`src/rtl/regfile_scoreboard_pkg.sv`:
```
// Shared pipeline constants for the register file / writeback scoreboard slice.
// Data width, register address width and the writeback byte-enable encoding live here.
package regfile_scoreboard_pkg;

    localparam int RF_DATA_W = 16;
    localparam int RF_ADDR_W = 3;
    localparam int BP_W      = 2;

    // bp bit n enables byte n of the writeback word
    localparam logic [BP_W-1:0] BP_NONE = 2'b00;
    localparam logic [BP_W-1:0] BP_LO   = 2'b01;
    localparam logic [BP_W-1:0] BP_HI   = 2'b10;
    localparam logic [BP_W-1:0] BP_BOTH = 2'b11;

    typedef struct packed {
        logic                 we;
        logic [RF_ADDR_W-1:0] dest;
        logic [BP_W-1:0]      bp;
    } wb_ctl_t;

    typedef struct packed {
        logic                 valid;
        logic [RF_ADDR_W-1:0] dest;
    } issue_req_t;

endpackage

```
`src/rtl/regfile_scoreboard_counter.sv`:
```
// sb_counter: one pending-write counter; counts issues up and retires down, never wraps.
module sb_counter
    import regfile_scoreboard_pkg::*;
#(
    parameter int CNT_W = 2
) (
    input  logic             clk,
    input  logic             reset,
    input  logic             inc,
    input  logic             dec,
    output logic [CNT_W-1:0] cnt,
    output logic             at_max,
    output logic             is_zero
);

    localparam logic [CNT_W-1:0] CNT_MAX = '1;

    always_ff @(posedge clk) begin
        if (reset)
            cnt <= '0;
        else if (inc && !dec && cnt != CNT_MAX)
            cnt <= cnt + 1'b1;
        else if (dec && !inc && cnt != '0)
            cnt <= cnt - 1'b1;
    end

    assign at_max  = (cnt == CNT_MAX);
    assign is_zero = (cnt == '0);

endmodule

```
`src/rtl/regfile_scoreboard.sv`:
```
// Flip-flop register file with byte-enabled writeback, write-through read bypass,
// and a per-register pending-write scoreboard gating instruction issue.
module regfile_scoreboard
    import regfile_scoreboard_pkg::*;
#(
    parameter int DATA_W = RF_DATA_W,
    parameter int NREG   = 8,
    parameter int CNT_W  = 2
) (
    input  logic                 clk,
    input  logic                 reset,
    input  logic [DATA_W-1:0]    wb_result,
    input  logic [RF_ADDR_W-1:0] destReg_addr,
    input  logic                 we,
    input  logic [BP_W-1:0]      bp,
    input  logic                 issue_valid,
    input  logic [RF_ADDR_W-1:0] issue_dest,
    output logic                 issue_ready,
    input  logic [RF_ADDR_W-1:0] rd_addr_a,
    input  logic [RF_ADDR_W-1:0] rd_addr_b,
    output logic [DATA_W-1:0]    rd_data_a,
    output logic [DATA_W-1:0]    rd_data_b,
    output logic                 rd_busy_a,
    output logic                 rd_busy_b,
    output logic                 wb_orphan
);

    wb_ctl_t    wb;
    issue_req_t iss;

    logic [NREG-1:0][DATA_W-1:0] regs;
    logic [NREG-1:0][CNT_W-1:0]  cnt;
    logic [NREG-1:0]             at_max, is_zero, inc, dec;
    logic [DATA_W-1:0]           wmask;
    logic                        retire, accept;

    assign wb  = '{we: we, dest: destReg_addr, bp: bp};
    assign iss = '{valid: issue_valid, dest: issue_dest};

    // Bytes beyond the two covered by bp are never written by writeback.
    for (genvar j = 0; j < DATA_W; j++) begin : g_mask
        if (j / 8 < BP_W) begin : g_en
            assign wmask[j] = wb.bp[j/8];
        end else begin : g_off
            assign wmask[j] = 1'b0;
        end
    end

    assign retire      = wb.we && !is_zero[wb.dest];
    // A retire to the same register frees the slot this issue would need.
    assign issue_ready = !(at_max[iss.dest] && !(retire && wb.dest == iss.dest));
    assign accept      = iss.valid && issue_ready;

    for (genvar i = 0; i < NREG; i++) begin : g_reg
        assign inc[i] = accept && iss.dest == RF_ADDR_W'(i);
        assign dec[i] = retire && wb.dest == RF_ADDR_W'(i);

        always_ff @(posedge clk) begin
            if (reset)
                regs[i] <= '0;
            else if (wb.we && wb.dest == RF_ADDR_W'(i))
                regs[i] <= (regs[i] & ~wmask) | (wb_result & wmask);
        end
    end

    sb_counter #(.CNT_W(CNT_W)) u_cnt [NREG-1:0] (
        .clk     (clk),
        .reset   (reset),
        .inc     (inc),
        .dec     (dec),
        .cnt     (cnt),
        .at_max  (at_max),
        .is_zero (is_zero)
    );

    always_ff @(posedge clk) begin
        if (reset)
            wb_orphan <= 1'b0;
        else if (wb.we && is_zero[wb.dest])
            wb_orphan <= 1'b1;
    end

    always_comb begin
        rd_data_a = regs[rd_addr_a];
        if (wb.we && rd_addr_a == wb.dest)
            rd_data_a = (regs[rd_addr_a] & ~wmask) | (wb_result & wmask);
    end

    always_comb begin
        rd_data_b = regs[rd_addr_b];
        if (wb.we && rd_addr_b == wb.dest)
            rd_data_b = (regs[rd_addr_b] & ~wmask) | (wb_result & wmask);
    end

    // Last outstanding write retiring this cycle: bypassed data is final.
    assign rd_busy_a = !is_zero[rd_addr_a] &&
                       !(cnt[rd_addr_a] == CNT_W'(1) && retire && wb.dest == rd_addr_a);
    assign rd_busy_b = !is_zero[rd_addr_b] &&
                       !(cnt[rd_addr_b] == CNT_W'(1) && retire && wb.dest == rd_addr_b);

endmodule

```
`config.mk`:
```
export PLATFORM = sky130hd
export DESIGN_NAME = regfile_scoreboard
export DESIGN_NICKNAME = d
export VERILOG_FILES = /design/src/rtl/regfile_scoreboard_pkg.sv /design/src/rtl/regfile_scoreboard_counter.sv /design/src/rtl/regfile_scoreboard.sv
export SDC_FILE = /design/constraint.sdc
export NUM_CORES = 1
export LEC_CHECK = 0
export CAP_MARGIN = 20
export CELL_PAD_IN_SITES_DETAIL_PLACEMENT = 0
export CELL_PAD_IN_SITES_GLOBAL_PLACEMENT = 1
export CORE_MARGIN = 3
export CORE_UTILIZATION = 40
export CTS_BUF_LIST = sky130_fd_sc_hd__clkbuf_16
export DETAILED_ROUTE_END_ITERATION = 8
export MAX_ROUTING_LAYER = met4
export PLACE_DENSITY_LB_ADDON = 0.15
export SLEW_MARGIN = 20
export SYNTH_ARGS = -nofsm -noshare
export SYNTH_HDL_FRONTEND = slang
export SYNTH_SLANG_ARGS = --single-unit
export TNS_END_PERCENT = 30
```
`constraint.sdc`:
```
create_clock -name clk -period 7.07 [get_ports clk]
set_input_delay 0.707 -clock clk [delete_from_list [all_inputs] [get_ports clk]]
set_output_delay 0.707 -clock clk [all_outputs]
set_load 0.01 [all_outputs]
```
==> Word level (Yosys, flattened, before mapping) <==
Cells that the tools add are included.
{ "totals": {"regBits": 145, "input_bits": 34, "output_inout_bits": 36, "word_cells": 248} }
{ "classes": {"n_reduce_logical": 118, "muxes": 34, "add_sub_neg": 16, "order_cmp": 4, "bitwise": 22, "eq_ne": 37} }
{ "ops": {"columns": ["cell", "count"], "rows": [
  ["16-bit AND", 11],
  ["16-bit bitwise OR", 10],
  ["16-bit binary-select mux with 3-bit select", 2],
  ["1-bit logical AND", 69],
  ["16-bit two-way mux", 4],
  ["2-bit two-way mux", 18],
  ["2-bit nonzero test", 16],
  ["3-bit == test (second input constant)", 8],
  ["1-bit zero test", 23],
  ["2-bit by 1-bit adder with 2-bit output (second input constant)", 8],
  ["2-bit == test (second input constant)", 8],
  ["2-bit zero test", 8],
  ["3-bit by 4-bit less-than comparator with 1-bit output (second input constant)", 4],
  ["2-bit inequality test (second input constant)", 8],
  ["16-bit inverter", 1],
  ["2-bit by 1-bit subtractor with 2-bit output (second input constant)", 8],
  ["3-bit == test", 5],
  ["1-bit binary-select mux with 3-bit select", 4],
  ["2-bit binary-select mux with 3-bit select", 2],
  ["3-bit by 2-bit == test with 1-bit output (second input constant)", 4],
  ["3-bit by 1-bit == test with 1-bit output (second input constant)", 2],
  ["3-bit zero test", 2],
  ["2-bit by 1-bit == test with 1-bit output (second input constant)", 2],
  ["1-bit two-way mux", 4]
]} }

==> Depth between registers and ports, before layout <==
{ "logic_depth": {"depth_word": 16, "mapped_depth": 9, "ltp_nobuf": 7} }

==> Cells and area by module <==
From an unflattened synthesis, not the netlist that was laid out.
{ "unflattened": {"cells_unflattened": 869, "area_unflattened_um2": 8953.6} }
{ "by_module_without_submodules": {"columns": ["module", "cells_per_inst", "n_inst", "seq_area_each_um2", "area_per_inst_um2"], "rows": [
  ["regfile_scoreboard", 757, 1, 2582.5, 7982.7],
  ["sb_counter", 14, 8, 40.0, 121.4]
]} }

==> Least setup slack after synthesis <==
No wires, ideal clock.
{ "synth_timing": {"path_type": "input to output", "start": "input rd_addr_b[0]", "end": "output rd_data_b[10]", "path_buffers": 2, "setup_slack_ns": 3.904, "stages": 5, "arrival_ns": 2.459, "required_ns": 6.363, "cell_sequence": "clkbuf_1 buf_1 mux4_2 mux2i_1 a21oi_1"} }
{ "synth_between": {"elab_chain_cells": 5, "word_cells_on_any_way": 7, "cone_classes": "1 x eq/ne; 3 x mux; 2 x bitwise; 1 x reduce/logical"} }
{ "synth_lines": {"columns": ["item", "line_no", "source"], "rows": [
  ["start, declared", "regfile_scoreboard.sv:20", "input logic [RF_ADDR_W-1:0] rd_addr_b,"],
  ["16-bit binary-select mux with 3-bit select", "regfile_scoreboard.sv:90, regfile_scoreboard.sv:92", null],
  ["16-bit two-way mux (not written as such)", "regfile_scoreboard.sv:90, regfile_scoreboard.sv:92", null],
  ["16-bit AND", "regfile_scoreboard.sv:92", "rd_data_b = (regs[rd_addr_b] & ~wmask) | (wb_result & wmask);"],
  ["16-bit bitwise OR", "regfile_scoreboard.sv:92", null],
  ["16-bit two-way mux (*)", "regfile_scoreboard.sv:91", "if (wb.we && rd_addr_b == wb.dest)"],
  ["end, declared", "regfile_scoreboard.sv:22", "output logic [DATA_W-1:0] rd_data_b,"]
]} }
Mark *: on every way between the ends. The rest lies on a longest branch, timed or not. The select of a mux whose other input is x is not followed.

==> Worst setup path after layout <==
{ "layout_timing": {"start": "input destReg_addr[0]", "end": "output rd_data_b[8]"} }
{ "layout_between": {"elab_chain_cells": 3} }
{ "layout_lines": {"columns": ["item", "line_no", "source"], "rows": [
  ["start, declared", "regfile_scoreboard.sv:13", "input logic [RF_ADDR_W-1:0] destReg_addr,"],
  ["3-bit == test", "regfile_scoreboard.sv:91", null],
  ["1-bit logical AND", "regfile_scoreboard.sv:91", null],
  ["16-bit two-way mux", "regfile_scoreboard.sv:91", null]
]} }
No other way between the ends.

==> run metrics <==
Initial Utilization 40.9%; minimum clock period between 4 and 5 ns; Clock transition at path regs roughly 0.070 ns; RSZ-0062 raised after global routing false; VDD IR max ~0.13 mV; Area Overhead vs Synth 16.8%; cell count after synthesis about 880; critical path, cell by cell clkdlybuf4s50_1 > xnor2_1 > nand2_1 > nor3_1 > nand2_1 > a21oi_1 > clkdlybuf4s50_1; core box area 0.0204 sq mm; hold_buf cts 0; fin crit share 58.9%; CP max-delay cell clkdlybuf4s50_1; IO Count 70; Area after DPL 0.00914 sq mm; Synthesized Nets ~900; synth unique cells 40; Iter 0 DRT Violations 502; clk sinks 145; Yosys top cell area share 34.8%; post-synthesis cell area between 0.008 and 0.009 sq mm; later-pin clock latency in the skew report 0.42 ns; dpl hpwl 15.3 mm; Worst-Margin Slew 0.978 ns; asr flop ratio synth 0%; H-tree Lvls 4; Lkg Pwr 3.26 nW; outcome finished, final reports clean; # rows between 50 and 60; Fmax around 0.24 GHz; commonest cells in the synthesized netlist nor2_1 (161), dfxtp_1 (145), mux2i_1 (131), a21oi_1 (73), mux4_2 (71); Reg2Reg Depth 7; Die Ht ~150 um; number of vias per cell 5.75; Critical Path Start Type input port; leading area contributor after synthesis dfxtp_1; most frequent cell after synthesis nor2_1; CTS Buf Count 17; Syn Area/Cell 9.43 sq um; Primary FF master, synth dfxtp_1; placed cell count 1158; Slew Viols, Final 0; setup TNS 0 ns; largest incremental delay on the critical path 0.74 ns; Die Wd between 150 and 200 um; worst hold slack 0.475 ns; clock buffer depth 2; clk root buf clkbuf_16; number of diodes 0; Worst EP arrival 3.46 ns; drt total wl 24.6 mm; number of buffers inserted by port buffering 69; Ys Warns 0; die area roughly 0.023 sq mm; WS Path Type input port to output port; Post-CTS Setup Repair Bufs 0; number of max-cap violations 0; gr ovfl total 0; WL per Instance 20.6 um; # DRC 0; Slew headroom 34.8%; GRT Util Overall 23.2%; crit end category output port; Area contributors post-synth dfxtp_1 (35%), mux4_2 (19%), mux2i_1 (16%); largest net degree at the start of global routing 88; EDFF count, synth 0; vias in the first global route 6961; hold crit path type flip-flop to flip-flop; Final setup viols 0; Final ANT Viol Nets 0; pwr dens 202 mW/mm^2; fin nets 941; Placer Congestion 0.832; Final Hold Vio Count 0; share of cells above drive strength 1 14.5%; post-synthesis sequential area ratio between 30% and 40%; DR vias 6847; Post-Layout Inst Area around 0.0097 sq mm; Layout Skew 0.0105 ns; CTS tree done; crit-path max FO 16; WHS Path Cells 2; initial antenna violation count 0; Worst Path Required 6.36 ns; first-pass GRT wire length ~39 mm; CTS resizes 0; Layout Cells excl Fill 1190; DRT Pass-1 Iters 5; #FFs+latches synth 145
==> worst paths after layout <==
check / slack (ns) / end / startpoint
setup / recovery: 2.91 / rd_data_b[8] / destReg_addr[0]
hold / removal: 0.47 / wb_orphan$_SDFFE_PP0P_ / wb_orphan$_SDFFE_PP0P_
setup reg to reg: 4.28 / u_cnt[5].cnt[0]$_SDFFE_PP0P_ / u_cnt[4].cnt[1]$_SDFFE_PP0P_
hold reg to reg: 0.47 / wb_orphan$_SDFFE_PP0P_ / wb_orphan$_SDFFE_PP0P_
==> cells in the final DEF, fill, tap and decap left out, types with 4 or more instances in the layout <==
| cell type | count |
|---|---|
| nor3_1 | 23 |
| a21oi_1 | 73 |
| nand2_1 | 67 |
| a31oi_1 | 4 |
| xor2_1 | 7 |
| xnor2_1 | 6 |
| buf_4 | 13 |
| mux2i_1 | 131 |
| nor2b_1 | 5 |
| clkbuf_16 | 17 |
| o21ai_0 | 51 |
| inv_1 | 7 |
| clkdlybuf4s50_1 | 62 |
| buf_2 | 6 |
| nand3_1 | 5 |
| nand2b_1 | 11 |
| mux4_2 | 71 |
| nor2_2 | 6 |
| o21a_1 | 4 |
| a211oi_1 | 6 |
| nor2_1 | 156 |
| dfxtp_1 | 145 |
==> cells by family (layout without fill, tap and decap cells) <==
| group | Yosys count | in the layout | synth area share, % |
|---|---|---|---|
| muxes | 205 | 205 | 35.5 |
| buffers and inverters | 84 | 120 | 3.93 |
| and+or+nand+nor | 288 | 288 | 14.6 |
| xor gates and xnor gates | 13 | 13 | 1.37 |
| AOI/OAI and AO/OA | 149 | 149 | 9.80 |
| DFF | 145 | 145 | 34.8 |
==> worst max-delay path, delay by kind of cell <==
kind                      cells  cell delay [ns]
AOI/OAI and AO/OA             1             0.30
buffers and inverters         2             1.30
xor gates and xnor gates      1             0.17
and+or+nand+nor               3             0.97
==> power breakdown <==
group / internal (W) / switching (W)
Clock: 0.000552 / 0.000359
Combinational: 0.0000888 / 0.000127
Sequential: 0.000829 / 0.00000912
Total: 0.00147 / 0.000495
==> final cells by class <==
class                      instances  area (sq um)
tap                              270           338
timing repair buffer              82           759
fill                            1919         10600
sequential                       145          2900
multi-input combinational        655          5120
clock inverter                    15           169
clock buffer                      17           425
inverter                           6          22.5
==> per-stage QoR <==
step	util (%)	power [W]	setup WS [ns]
floorplan	-	0.000993	3.90
global placement	44.8	0.00107	2.96
detailed placement	44.9	0.00107	2.91
CTS	47.8	0.00199	2.91
global route	47.8	0.00203	2.67
finish	47.8	0.00196	2.91
==> metal layers <==
metal | up-vias | track usage [%] | wire length [um]
met1 | 3411 | 29.7 | 10900
li1 | 3229 | - | -
met3 | 42 | 3.13 | 906
met4 | 0 | 7.27 | 580
met5 | - | - | 0
met2 | 165 | 38.4 | 12100
No activity file was read; power rests on OpenSTA's default activity.
